[config.mk]
export PLATFORM = sky130hd
export DESIGN_NAME = matmul_result_buffer
export DESIGN_NICKNAME = d
export VERILOG_FILES = /design/src/rtl/matmul_result_buffer.sv
export SDC_FILE = /design/constraint.sdc
export NUM_CORES = 1
export LEC_CHECK = 0
export ABC_AREA = 0
export BUFFER_PORTS_ARGS = -buffer_cell sky130_fd_sc_hd__clkbuf_2
export CORE_ASPECT_RATIO = 1.5
export CORE_UTILIZATION = 56
export DETAILED_ROUTE_END_ITERATION = 8
export PLACE_DENSITY = 0.75
export SYNTH_ARGS = -nofsm -noshare
export SYNTH_HDL_FRONTEND = slang
export SYNTH_SLANG_ARGS = --single-unit
[constraint.sdc]
create_clock -name clk_i -period 4.8 [get_ports clk_i]
set_clock_uncertainty 0.2 [all_clocks]
set_input_delay 0.48 -clock clk_i [delete_from_list [all_inputs] [get_ports clk_i]]
set_output_delay 0.48 -clock clk_i [all_outputs]
set_load 0.01 [all_outputs]
[src/rtl/matmul_result_buffer.sv]
// Result-capture stage behind the systolic multiplier: snapshots the result matrix on finish,
// then writes or accumulates it element by element into a scratchpad slot with a registered read port.
module matmul_result_buffer #(
    parameter int DATA_WIDTH  = 8,
    parameter int BUS_WIDTH   = 16,
    parameter int SP_NTARGETS = 4,
    localparam int MAX_DIM    = BUS_WIDTH / DATA_WIDTH,
    localparam int N          = MAX_DIM * MAX_DIM,
    localparam int RW         = 2 * DATA_WIDTH,
    localparam int SW         = (SP_NTARGETS > 1) ? $clog2(SP_NTARGETS) : 1,
    localparam int EW         = (N > 1) ? $clog2(N) : 1
) (
    input  logic            clk_i,
    input  logic            rst_ni,
    input  logic            finish_mul_i,
    input  logic [N*RW-1:0] c_matrix_i,
    input  logic [N-1:0]    flags_i,
    input  logic [SW-1:0]   wr_slot_i,
    input  logic            acc_mode_i,
    input  logic            clear_i,
    input  logic            rd_en_i,
    input  logic [SW-1:0]   rd_slot_i,
    input  logic [EW-1:0]   rd_elem_i,
    output logic [RW-1:0]   rd_data_o,
    output logic            rd_flag_o,
    output logic            rd_valid_o,
    output logic            busy_o,
    output logic            done_o
);

    typedef enum logic [1:0] {IDLE, WRITE, WAIT_LOW} state_t;

    state_t          state;
    logic [EW-1:0]   idx;
    logic [N*RW-1:0] cap_data;
    logic [N-1:0]    cap_flags;
    logic [SW-1:0]   cap_slot;
    logic            cap_acc;

    logic [RW-1:0]   data_mem [SP_NTARGETS][N];
    logic [N-1:0]    flag_mem [SP_NTARGETS];

    logic [RW-1:0]   cap_elem;
    logic [RW-1:0]   old_data;
    logic [RW-1:0]   sum;
    logic [RW-1:0]   wr_data;
    logic            old_flag;
    logic            ovf;
    logic            wr_flag;
    logic            wr_en;
    logic            last_elem;
    logic            rd_ok;

    assign busy_o = (state != IDLE);

    // Write datapath: overwrite, or wrapping add with signed-overflow detection.
    // NOTE: every signal written here gets a default first, so no path leaves it unassigned and no latch is inferred.
    always_comb begin
        cap_elem  = cap_data[int'(idx)*RW +: RW];
        old_data  = data_mem[cap_slot][idx];
        old_flag  = flag_mem[cap_slot][idx];
        sum       = old_data + cap_elem;
        ovf       = (old_data[RW-1] == cap_elem[RW-1]) && (sum[RW-1] != old_data[RW-1]);
        wr_data   = cap_elem;
        wr_flag   = cap_flags[idx];
        if (cap_acc) begin
            wr_data = sum;
            wr_flag = old_flag | cap_flags[idx] | ovf;
        end
        wr_en     = (state == WRITE) && !clear_i && (int'(cap_slot) < SP_NTARGETS);
        last_elem = (idx == EW'(N - 1));
        rd_ok     = (int'(rd_slot_i) < SP_NTARGETS) && (int'(rd_elem_i) < N);
    end

    // NOTE: the scratchpad is reset and cleared as plain registers because its contents are
    // architecturally visible as zero after reset; a RAM macro could not provide that.
    always_ff @(posedge clk_i or negedge rst_ni) begin
        if (!rst_ni) begin
            for (int s = 0; s < SP_NTARGETS; s++) begin
                flag_mem[s] <= '0;
                for (int e = 0; e < N; e++) data_mem[s][e] <= '0;
            end
        end else if (clear_i) begin
            for (int s = 0; s < SP_NTARGETS; s++) begin
                flag_mem[s] <= '0;
                for (int e = 0; e < N; e++) data_mem[s][e] <= '0;
            end
        end else if (wr_en) begin
            data_mem[cap_slot][idx] <= wr_data;
            flag_mem[cap_slot][idx] <= wr_flag;
        end
    end

    // NOTE: state is updated with non-blocking assignments so every register sees pre-edge values.
    always_ff @(posedge clk_i or negedge rst_ni) begin
        if (!rst_ni) begin
            state     <= IDLE;
            idx       <= '0;
            cap_data  <= '0;
            cap_flags <= '0;
            cap_slot  <= '0;
            cap_acc   <= 1'b0;
            done_o    <= 1'b0;
        end else begin
            done_o <= 1'b0;
            unique case (state)
                IDLE: begin
                    if (finish_mul_i) begin
                        cap_data  <= c_matrix_i;
                        cap_flags <= flags_i;
                        cap_slot  <= wr_slot_i;
                        cap_acc   <= acc_mode_i;
                        idx       <= '0;
                        state     <= WRITE;
                    end
                end
                WRITE: begin
                    // A clear aborts the capture silently; finish must still drop before re-arming.
                    if (clear_i) begin
                        idx   <= '0;
                        state <= WAIT_LOW;
                    end else if (last_elem) begin
                        idx    <= '0;
                        done_o <= 1'b1;
                        state  <= WAIT_LOW;
                    end else begin
                        idx <= idx + EW'(1);
                    end
                end
                WAIT_LOW: begin
                    if (!finish_mul_i) state <= IDLE;
                end
                default: state <= IDLE;
            endcase
        end
    end

    // Read port samples the memory before any same-edge write lands.
    always_ff @(posedge clk_i or negedge rst_ni) begin
        if (!rst_ni) begin
            rd_data_o  <= '0;
            rd_flag_o  <= 1'b0;
            rd_valid_o <= 1'b0;
        end else begin
            rd_valid_o <= rd_en_i;
            if (rd_en_i) begin
                if (rd_ok) begin
                    rd_data_o <= data_mem[rd_slot_i][rd_elem_i];
                    rd_flag_o <= flag_mem[rd_slot_i][rd_elem_i];
                end else begin
                    rd_data_o <= '0;
                    rd_flag_o <= 1'b0;
                end
            end
        end
    end

endmodule

==> impl_metrics.sql, run 1 <==
INSERT INTO impl_metrics (metric_group, metric, value, unit) VALUES
('timing', 'final.setup.tns', '0', 'ns'),
('timing', 'min_period_over_period', '93.5', '%'),
('global_route', 'grt_pass1_vias', '15400', ''),
('floorplanning', 'boundaryPins', '100', ''),
('power_and_ir_drop', 'power.density_cell_area', '534', 'nW/um2'),
('floorplanning', 'die_w', '153', 'um'),
('route', 'wl_per_cell', '29.4', 'um'),
('clocking', 'tritoncts_num_sinks', '366', ''),
('placement', 'port_buffers', '99', ''),
('timing', 'timing.final.crit_period', '4.49', 'ns'),
('floorplanning', 'effective_utilization_at_floorplan', '57.0', '%'),
('floorplanning', 'std_cell_rows', '82', ''),
('power_and_ir_drop', 'ir_worst_vdd', '0.357', 'mV'),
('synth', 'mappedNetlistNets', '1610', ''),
('synth', 'synth-edff-count', '0', ''),
('synth', 'yosysWarningCount', '0', ''),
('placement', 'placedCellCount', '1939', ''),
('route', 'via_count', '14500', ''),
('synth', 'ys_top_cells_by_count', 'dfrtp_1, nand2_1, mux4_2', ''),
('worst_setup_path', 'arrival_time_at_the_worst_endpoint', '4.67', 'ns'),
('route', 'finalWirelength', '61100', 'um'),
('synth', 'synth_async_sr_flop_share', '100', '%'),
('floorplanning', 'dieHeight', '228', 'um'),
('synth', 'synth_flop_cell', 'dfrtp_1', ''),
('global_route', 'number_of_antenna_violations_at_the_first_check_in_global_routing', '0', ''),
('job', 'drv.max_cap_violation_count', '0', ''),
('timing', 'tightest_slew', '1.11', 'ns'),
('clocking', 'clk_latency', '0.55', 'ns'),
('synth', 'synthTopCellsByArea', 'dfrtp_1, mux4_2, mux2_2, o21ai_0, nand2_1', ''),
('floorplanning', 'fp.dieArea', '34900', 'um2'),
('finish', 'final.fill_count', '2326', ''),
('worst_setup_path', 'timing.setup.critical_path_class', 'reg2reg', ''),
('synth', 'synth_seq_cells', '366', ''),
('global_route', 'grt_pass1_wl', '92400', 'um'),
('timing', 'setup_viol_count_final', '0', ''),
('worst_setup_path', 'max_stage_delay', '0.57', 'ns'),
('route', 'viasPerCell', '6.99', ''),
('timing', 'slew_violations', '0', ''),
('power_and_ir_drop', 'total_leakage_power', '9.65', 'nW'),
('timing', 'timing.fmax', '223', 'MHz'),
('clocking', 'clock_tree_from_tritoncts', 'yes', ''),
('worst_setup_path', 'path_delay_family', 'multiplexers', ''),
('worst_setup_path', 'critical-path-slowest-cell', 'mux4_2', ''),
('route', 'drc', '0', ''),
('clocking', 'clock_tree.root_cell', 'clkbuf_16', ''),
('finish', 'finalCoreUtilization', '66.4', '%'),
('synth', 'syn-mean-instance-area', '12.7', 'um2'),
('route', 'drt_iter0_markers', '1516', ''),
('synth', 'synth_area_leader_cell', 'dfrtp_1', ''),
('synth', 'postSynthCellCount', '1510', ''),
('placement', 'gp_congestion', '0.935', ''),
('synth', 'top_count_cell_post_synth', 'dfrtp_1', ''),
('finish', 'fraction_of_final_layout_cells_sized_beyond_drive_strength_1', '30.5', '%'),
('global_route', 'global_route.usage.total', '35.8', '%'),
('floorplanning', 'core_region_area', '33500', 'um2'),
('worst_setup_path', 'timing.critical_path.to_type', 'register', ''),
('worst_setup_path', 'cp-start-kind', 'register', ''),
('finish', 'diode_count', '0', ''),
('timing', 'finalHoldViolations', '0', ''),
('clocking', 'clkTransAtPathRegs', '0.06', 'ns'),
('clocking', 'ctsHtreeMaxLevel', '2', ''),
('synth', 'netlist.area_leader.share', '47.9', '%'),
('finish', 'syn_to_final_growth', '16.5', '%'),
('clocking', 'cts-buffers-inserted', '36', ''),
('worst_setup_path', 'cp_max_fo', '19', ''),
('global_route', 'grt_max_degree', '138', ''),
('global_route', 'global_route.overflow_total', '0', ''),
('finish', 'layout.nets', '1732', ''),
('outcome', 'status', 'completed', ''),
('hold_path', 'min_path_type', 'in2reg', ''),
('synth', 'yosys.cell_types.count', '55', '');
cells by family (layout without fill, tap and decap cells):
| kind of cell | count (synthesis) | after routing | synth area share [%] |
|---|---|---|---|
| DFF | 366 | 366 | 47.9 |
| AOI/OAI and AO/OA | 344 | 344 | 11.8 |
| and+or+nand+nor | 326 | 326 | 7.06 |
| muxes | 297 | 297 | 28.3 |
| buffers and inverters | 148 | 295 | 3.08 |
| adders and majority gates | 20 | 20 | 1.35 |
| xor gates and xnor gates | 9 | 9 | 0.452 |
final timing paths:
kind	cells past startpoint	start	endpoint	slack [ns]
min in group asynchronous	2	rst_ni	rd_data_o[14]$_DFFE_PN0P_	0.44
setup / recovery	13	cap_slot[0]$_DFFE_PN0P_	data_mem[205]$_DFFE_PN0P_	0.31
max in group asynchronous	3	rst_ni	data_mem[81]$_DFFE_PN0P_	2.77
hold reg to reg	2	data_mem[59]$_DFFE_PN0P_	data_mem[59]$_DFFE_PN0P_	0.30
hold / removal	2	c_matrix_i[63]	cap_data[63]$_DFFE_PN0P_	0.01
setup reg to reg	13	cap_slot[0]$_DFFE_PN0P_	data_mem[205]$_DFFE_PN0P_	0.31
power by group:
group,internal (mW),switching (mW),total [mW]
sequential,3.58,0.443,4.02
clock,1.75,1.25,3.01
combinational,1.99,2.86,4.85
total,7.33,4.56,11.9
layout by cell type, fill, tap and decap left out, types with 7 or more instances in the layout:
cell           count
dfrtp_1          363
ha_1              19
a22o_1            81
a21oi_1           14
and2_1            15
mux2i_1           24
a22oi_1           16
nand3_1           10
mux4_2           180
clkbuf_16         38
buf_4             43
buf_12            12
mux2_2            88
a221o_1           16
o21ai_0          171
dlygate4sd3_1     70
inv_1              7
nand2_1          208
clkbuf_2          96
nor2_1            65
repair_timing:
action,CTS,global route
gates resized for setup,0,1
hold buffers,70,0
endpoints found under the setup margin,0,63
hold endpoints to repair,203,0
buffers inserted,0,5
metrics by stage:
step                hold slack [ns]  setup slack [ns]  area, um2  total power [mW]
floorplan                   -0.0156           0.00777      19100              6.98
global placement              0.272             0.264      20300              8.53
detailed placement            0.287             0.174      20300              8.65
CTS                         0.00250             0.143      22200              11.7
global route                0.00176             0.116      22300              12.3
finish                       0.0126             0.312      22300              11.9
cell type report:
cell class | count | share of cell area [%]
inverters | 8 | 0.135
repair buffers | 224 | 8.04
multi-input cells | 996 | 42.8
clock inverters | 16 | 1.01
clock buffers | 47 | 4.51
flip-flops and latches | 366 | 41.2
well taps | 420 | 2.36
routing by layer:
metal / part of all wire (%) / global-route usage [%] / vias to the layer above
li1: - / - / 5952
met1: 34 / 42.5 / 7343
met2: 48 / 57.7 / 926
met3: 9.7 / 7.83 / 297
met4: 8.1 / 26.8 / 0
met5: 0 / 0 / -
state kept, by name, summed over array words and instances, names as in the netlist:
name / count
cap_acc: 1
cap_data: 64
cap_flags: 4
cap_slot: 2
data_mem: 256
done_o: 1
flag_mem: 16
idx: 2
rd_data_o: 16
rd_flag_o: 1
rd_valid_o: 1
state: 2
No activity file was read; power rests on OpenSTA's default activity.
==> run 2, diff against run 1 <==
==> constraint.sdc (replaced) <==
create_clock -name clk_i -period 4.8 [get_ports clk_i]
set_clock_uncertainty 0.2 [all_clocks]
set_input_delay 0.96 -clock clk_i [delete_from_list [all_inputs] [get_ports clk_i]]
set_output_delay 0.96 -clock clk_i [all_outputs]
set_load 0.01 [all_outputs]
==> run 2 against run 1 <==
Net effect: combinational power shrank 2%; setup slack worse by 0.036 ns; sequential share of layout area rose by 1.5 points; cell count down 3.7%; non-clock buffer count fell by 70; first-iteration DRC count fell by 6.5%; global-route usage shrank 0.67 points; critical path depth shrank 1; routed wire length is 2.7% lower; count of clock-buffer cells in the layout grew 5; fmax shrank 0.81%; critical endpoint is now data_mem[253]$_DFFE_PN0P_; largest power group unchanged; highest routed layer unchanged.
==> impl_metrics.sql, run 2 (synthesized netlist as in run 1, its figures left out) <==
INSERT INTO impl_metrics (metric_group, metric, value, unit) VALUES
('finish', 'layout.nets', '1661', ''),
('power_and_ir_drop', 'power.density_cell_area', '538', 'nW/um2'),
('placement', 'area_after_dpl', '20300', 'um2'),
('worst_setup_path', 'timing.critical_path.to_type', 'register', ''),
('route', 'drc', '0', ''),
('timing', 'final.setup.tns', '0', 'ns'),
('worst_setup_path', 'cp_max_fo', '16', ''),
('global_route', 'number_of_antenna_violations_at_the_first_check_in_global_routing', '1', ''),
('power_and_ir_drop', 'p_int', '7.13', 'mW'),
('worst_setup_path', 'r2r_cells', '12', ''),
('clocking', 'cts-buffers-inserted', '35', ''),
('finish', 'most_frequent_standard_cell_in_the_layout_excluding_fill_and_tap_cells', 'dfrtp_1', ''),
('worst_setup_path', 'critical-path-slowest-cell', 'mux4_2', ''),
('finish', 'reg_top3', 'data_mem x256, cap_data x64', ''),
('clocking', 'ctsHtreeMaxLevel', '2', ''),
('floorplanning', 'std_cell_rows', '82', ''),
('power_and_ir_drop', 'clkPwrFrac', '24.4', '%'),
('route', 'finalWirelength', '59500', 'um'),
('timing', 'relSlewSlack', '16.5', '%'),
('hold_path', 'min_path_type', 'in2async', ''),
('timing', 'finalHoldViolations', '0', ''),
('clocking', 'clkTransAtPathRegs', '0.07', 'ns'),
('timing', 'setup_ws', '0.276', 'ns'),
('power_and_ir_drop', 'share_comb_of_total_power', '41.1', '%'),
('finish', 'final_area', '21500', 'um2'),
('clocking', 'tritoncts_num_sinks', '366', ''),
('clocking', 'cts_max_path_buffers', '3', ''),
('timing', 'rsz_0062_raised_after_global_routing', 'no', ''),
('route', 'ant_nets', '0', ''),
('route', 'drt_iter0_markers', '1418', ''),
('clocking', 'clk_latency', '0.54', 'ns'),
('finish', 'commonest_cells_after_routing_fill_and_taps_aside', 'dfrtp_1, nand2_1, mux4_2', ''),
('finish', 'finalCoreUtilization', '64.0', '%'),
('finish', 'syn_to_final_growth', '12.4', '%'),
('power_and_ir_drop', 'switching_power_summed_over_all_nets', '4.42', 'mW'),
('global_route', 'grt_pass1_wl', '90400', 'um'),
('global_route', 'global_route.overflow_total', '0', ''),
('worst_setup_path', 'crit_top_cell', 'mux4_2', ''),
('route', 'wl_per_cell', '29.7', 'um'),
('worst_setup_path', 'max_stage_delay', '0.53', 'ns'),
('worst_setup_path', 'timing.setup.critical_path_class', 'reg2reg', ''),
('global_route', 'grt_max_degree', '101', ''),
('placement', 'placement.setup.worst_slack', '0.0645', 'ns'),
('timing', 'timing.hold.ws', '0.258', 'ns'),
('finish', 'largest_register_ff_count', '256', ''),
('worst_setup_path', 'cp_cell_sequence', 'buf_12 > mux4_2 > mux4_2 > ha_1 > and2_1 > a221oi_1 > a21oi_1 > o2111a_1 > or3_1 > a31oi_1 > buf_4 > o21ai_0', ''),
('finish', 'fraction_of_final_layout_cells_sized_beyond_drive_strength_1', '31.6', '%'),
('route', 'viasPerCell', '7.16', ''),
('finish', 'top_register', 'data_mem', ''),
('global_route', 'global_route.usage.total', '35.2', '%'),
('power_and_ir_drop', 'pwr-share-seq', '34.5', '%'),
('floorplanning', 'die_w', '153', 'um'),
('power_and_ir_drop', 'ir_worst_vdd', '0.264', 'mV'),
('job', 'drv.max_cap_violation_count', '0', ''),
('floorplanning', 'effective_utilization_at_floorplan', '57.0', '%'),
('timing', 'slew_violations', '0', ''),
('power_and_ir_drop', 'total_leakage_power', '9.33', 'nW'),
('timing', 'timing.fmax', '221', 'MHz'),
('route', 'via_count', '14300', ''),
('worst_setup_path', 'required', '4.98', 'ns'),
('floorplanning', 'core_region_area', '33500', 'um2'),
('timing', 'min_period_over_period', '94.3', '%'),
('placement', 'gp_congestion', '0.911', ''),
('outcome', 'status', 'completed', ''),
('floorplanning', 'fp.dieArea', '34900', 'um2'),
('worst_setup_path', 'arrival_time_at_the_worst_endpoint', '4.70', 'ns'),
('clocking', 'clock_tree.root_cell', 'clkbuf_16', ''),
('timing', 'setup_viol_count_final', '0', ''),
('worst_setup_path', 'cp-start-kind', 'register', ''),
('route', 'drtPass1Iterations', '6', ''),
('floorplanning', 'dieHeight', '228', 'um'),
('worst_setup_path', 'critPathLaunch', 'cap_slot[0]$_DFFE_PN0P_', ''),
('floorplanning', 'boundaryPins', '100', ''),
('timing', 'timing.final.crit_period', '4.52', 'ns'),
('finish', 'diode_count', '0', ''),
('finish', 'final.fill_count', '2406', ''),
('clocking', 'clock_tree_from_tritoncts', 'yes', ''),
('clocking', 'postCtsHoldBufs', '0', ''),
('timing', 'tightest_slew', '1.22', 'ns'),
('finish', 'multi_input_comb_area', '9530', 'um2'),
('power_and_ir_drop', 'swShare', '38.3', '%'),
('global_route', 'grt_pass1_vias', '14900', ''),
('worst_setup_path', 'worst_r2r_startpoint', 'cap_slot[0]$_DFFE_PN0P_', ''),
('placement', 'hpwlAfterDp', '37100', 'um'),
('finish', 'regArea', '9170', 'um2'),
('placement', 'port_buffers', '99', '');
## run 2: cell count changes in the layout (fill, tap and decap cells not counted), moves of 2 or more
cell	before	now
dlygate4sd3_1	70	0
clkbuf_8	4	8
clkinv_2	5	3
bufinv_16	5	2
inv_6	3	0
clkinvlp_4	3	0
## run 2: power groups by stage
| stage | clock (mW) | sequential [mW] | combinational [mW] |
|---|---|---|---|
| 2_1_floorplan | 0 | 3.83 | 3.15 |
| 5_1_grt | 2.95 | 4.05 | 5.02 |
| 4_1_cts | 2.84 | 4.03 | 4.53 |
| 3_5_place_dp | 0 | 4.08 | 4.50 |
| 3_3_place_gp | 0 | 4.04 | 4.42 |
| 6_report | 2.81 | 3.99 | 4.75 |
## run 2: metal layers
layer  share of wire, %  vias to the layer above  global-route usage, %
li1                   -                     5805                      -
met3                 11                      352                   8.91
met1                 34                     7177                   43.5
met2                 46                      989                   54.4
met4                9.0                        0                   24.8
met5                  0                        -                      0
## run 2: final timing paths
| check | endpoint | slack (ns) |
|---|---|---|
| hold / removal | data_mem[254]$_DFFE_PN0P_ | 0.26 |
| min in group clk_i | data_mem[97]$_DFFE_PN0P_ | 0.30 |
| setup / recovery | data_mem[253]$_DFFE_PN0P_ | 0.28 |
| max in group asynchronous | rd_data_o[0]$_DFFE_PN0P_ | 3.13 |
| setup reg to reg | data_mem[253]$_DFFE_PN0P_ | 0.28 |
| hold reg to reg | data_mem[97]$_DFFE_PN0P_ | 0.30 |
## run 2: area by class of cell
type                       count  area share [%]
clock buffer                  52            4.94
timing repair buffer         154            5.08
multi-input combinational    996            44.4
tap                          420            2.45
clock inverter                 5           0.349
inverter                       8           0.140
sequential                   366            42.7
## run 2: worst max-delay path: cells and delay by family (launching register included)
kind                       cells  cell delay [ns]
AOI/OAI and AO/OA              5             1.24
muxes                          2             1.04
adders and majority gates      1             0.37
DFF                            1             0.51
and+or+nand+nor                2             0.54
buffers and inverters          2             0.44
## run 2: timing repair
action / in CTS / in global routing
gates resized for setup: 0 / 1
setup buffers: 0 / 5
endpoints found under the setup margin: 0 / 91
## run 2: stage by stage
stage	instances	power, mW
after global routing	2001	12.0
final	2001	11.6
after floorplan	1510	6.98
after CTS	1996	11.4
after global placement	1939	8.46
after detailed placement	1939	8.58
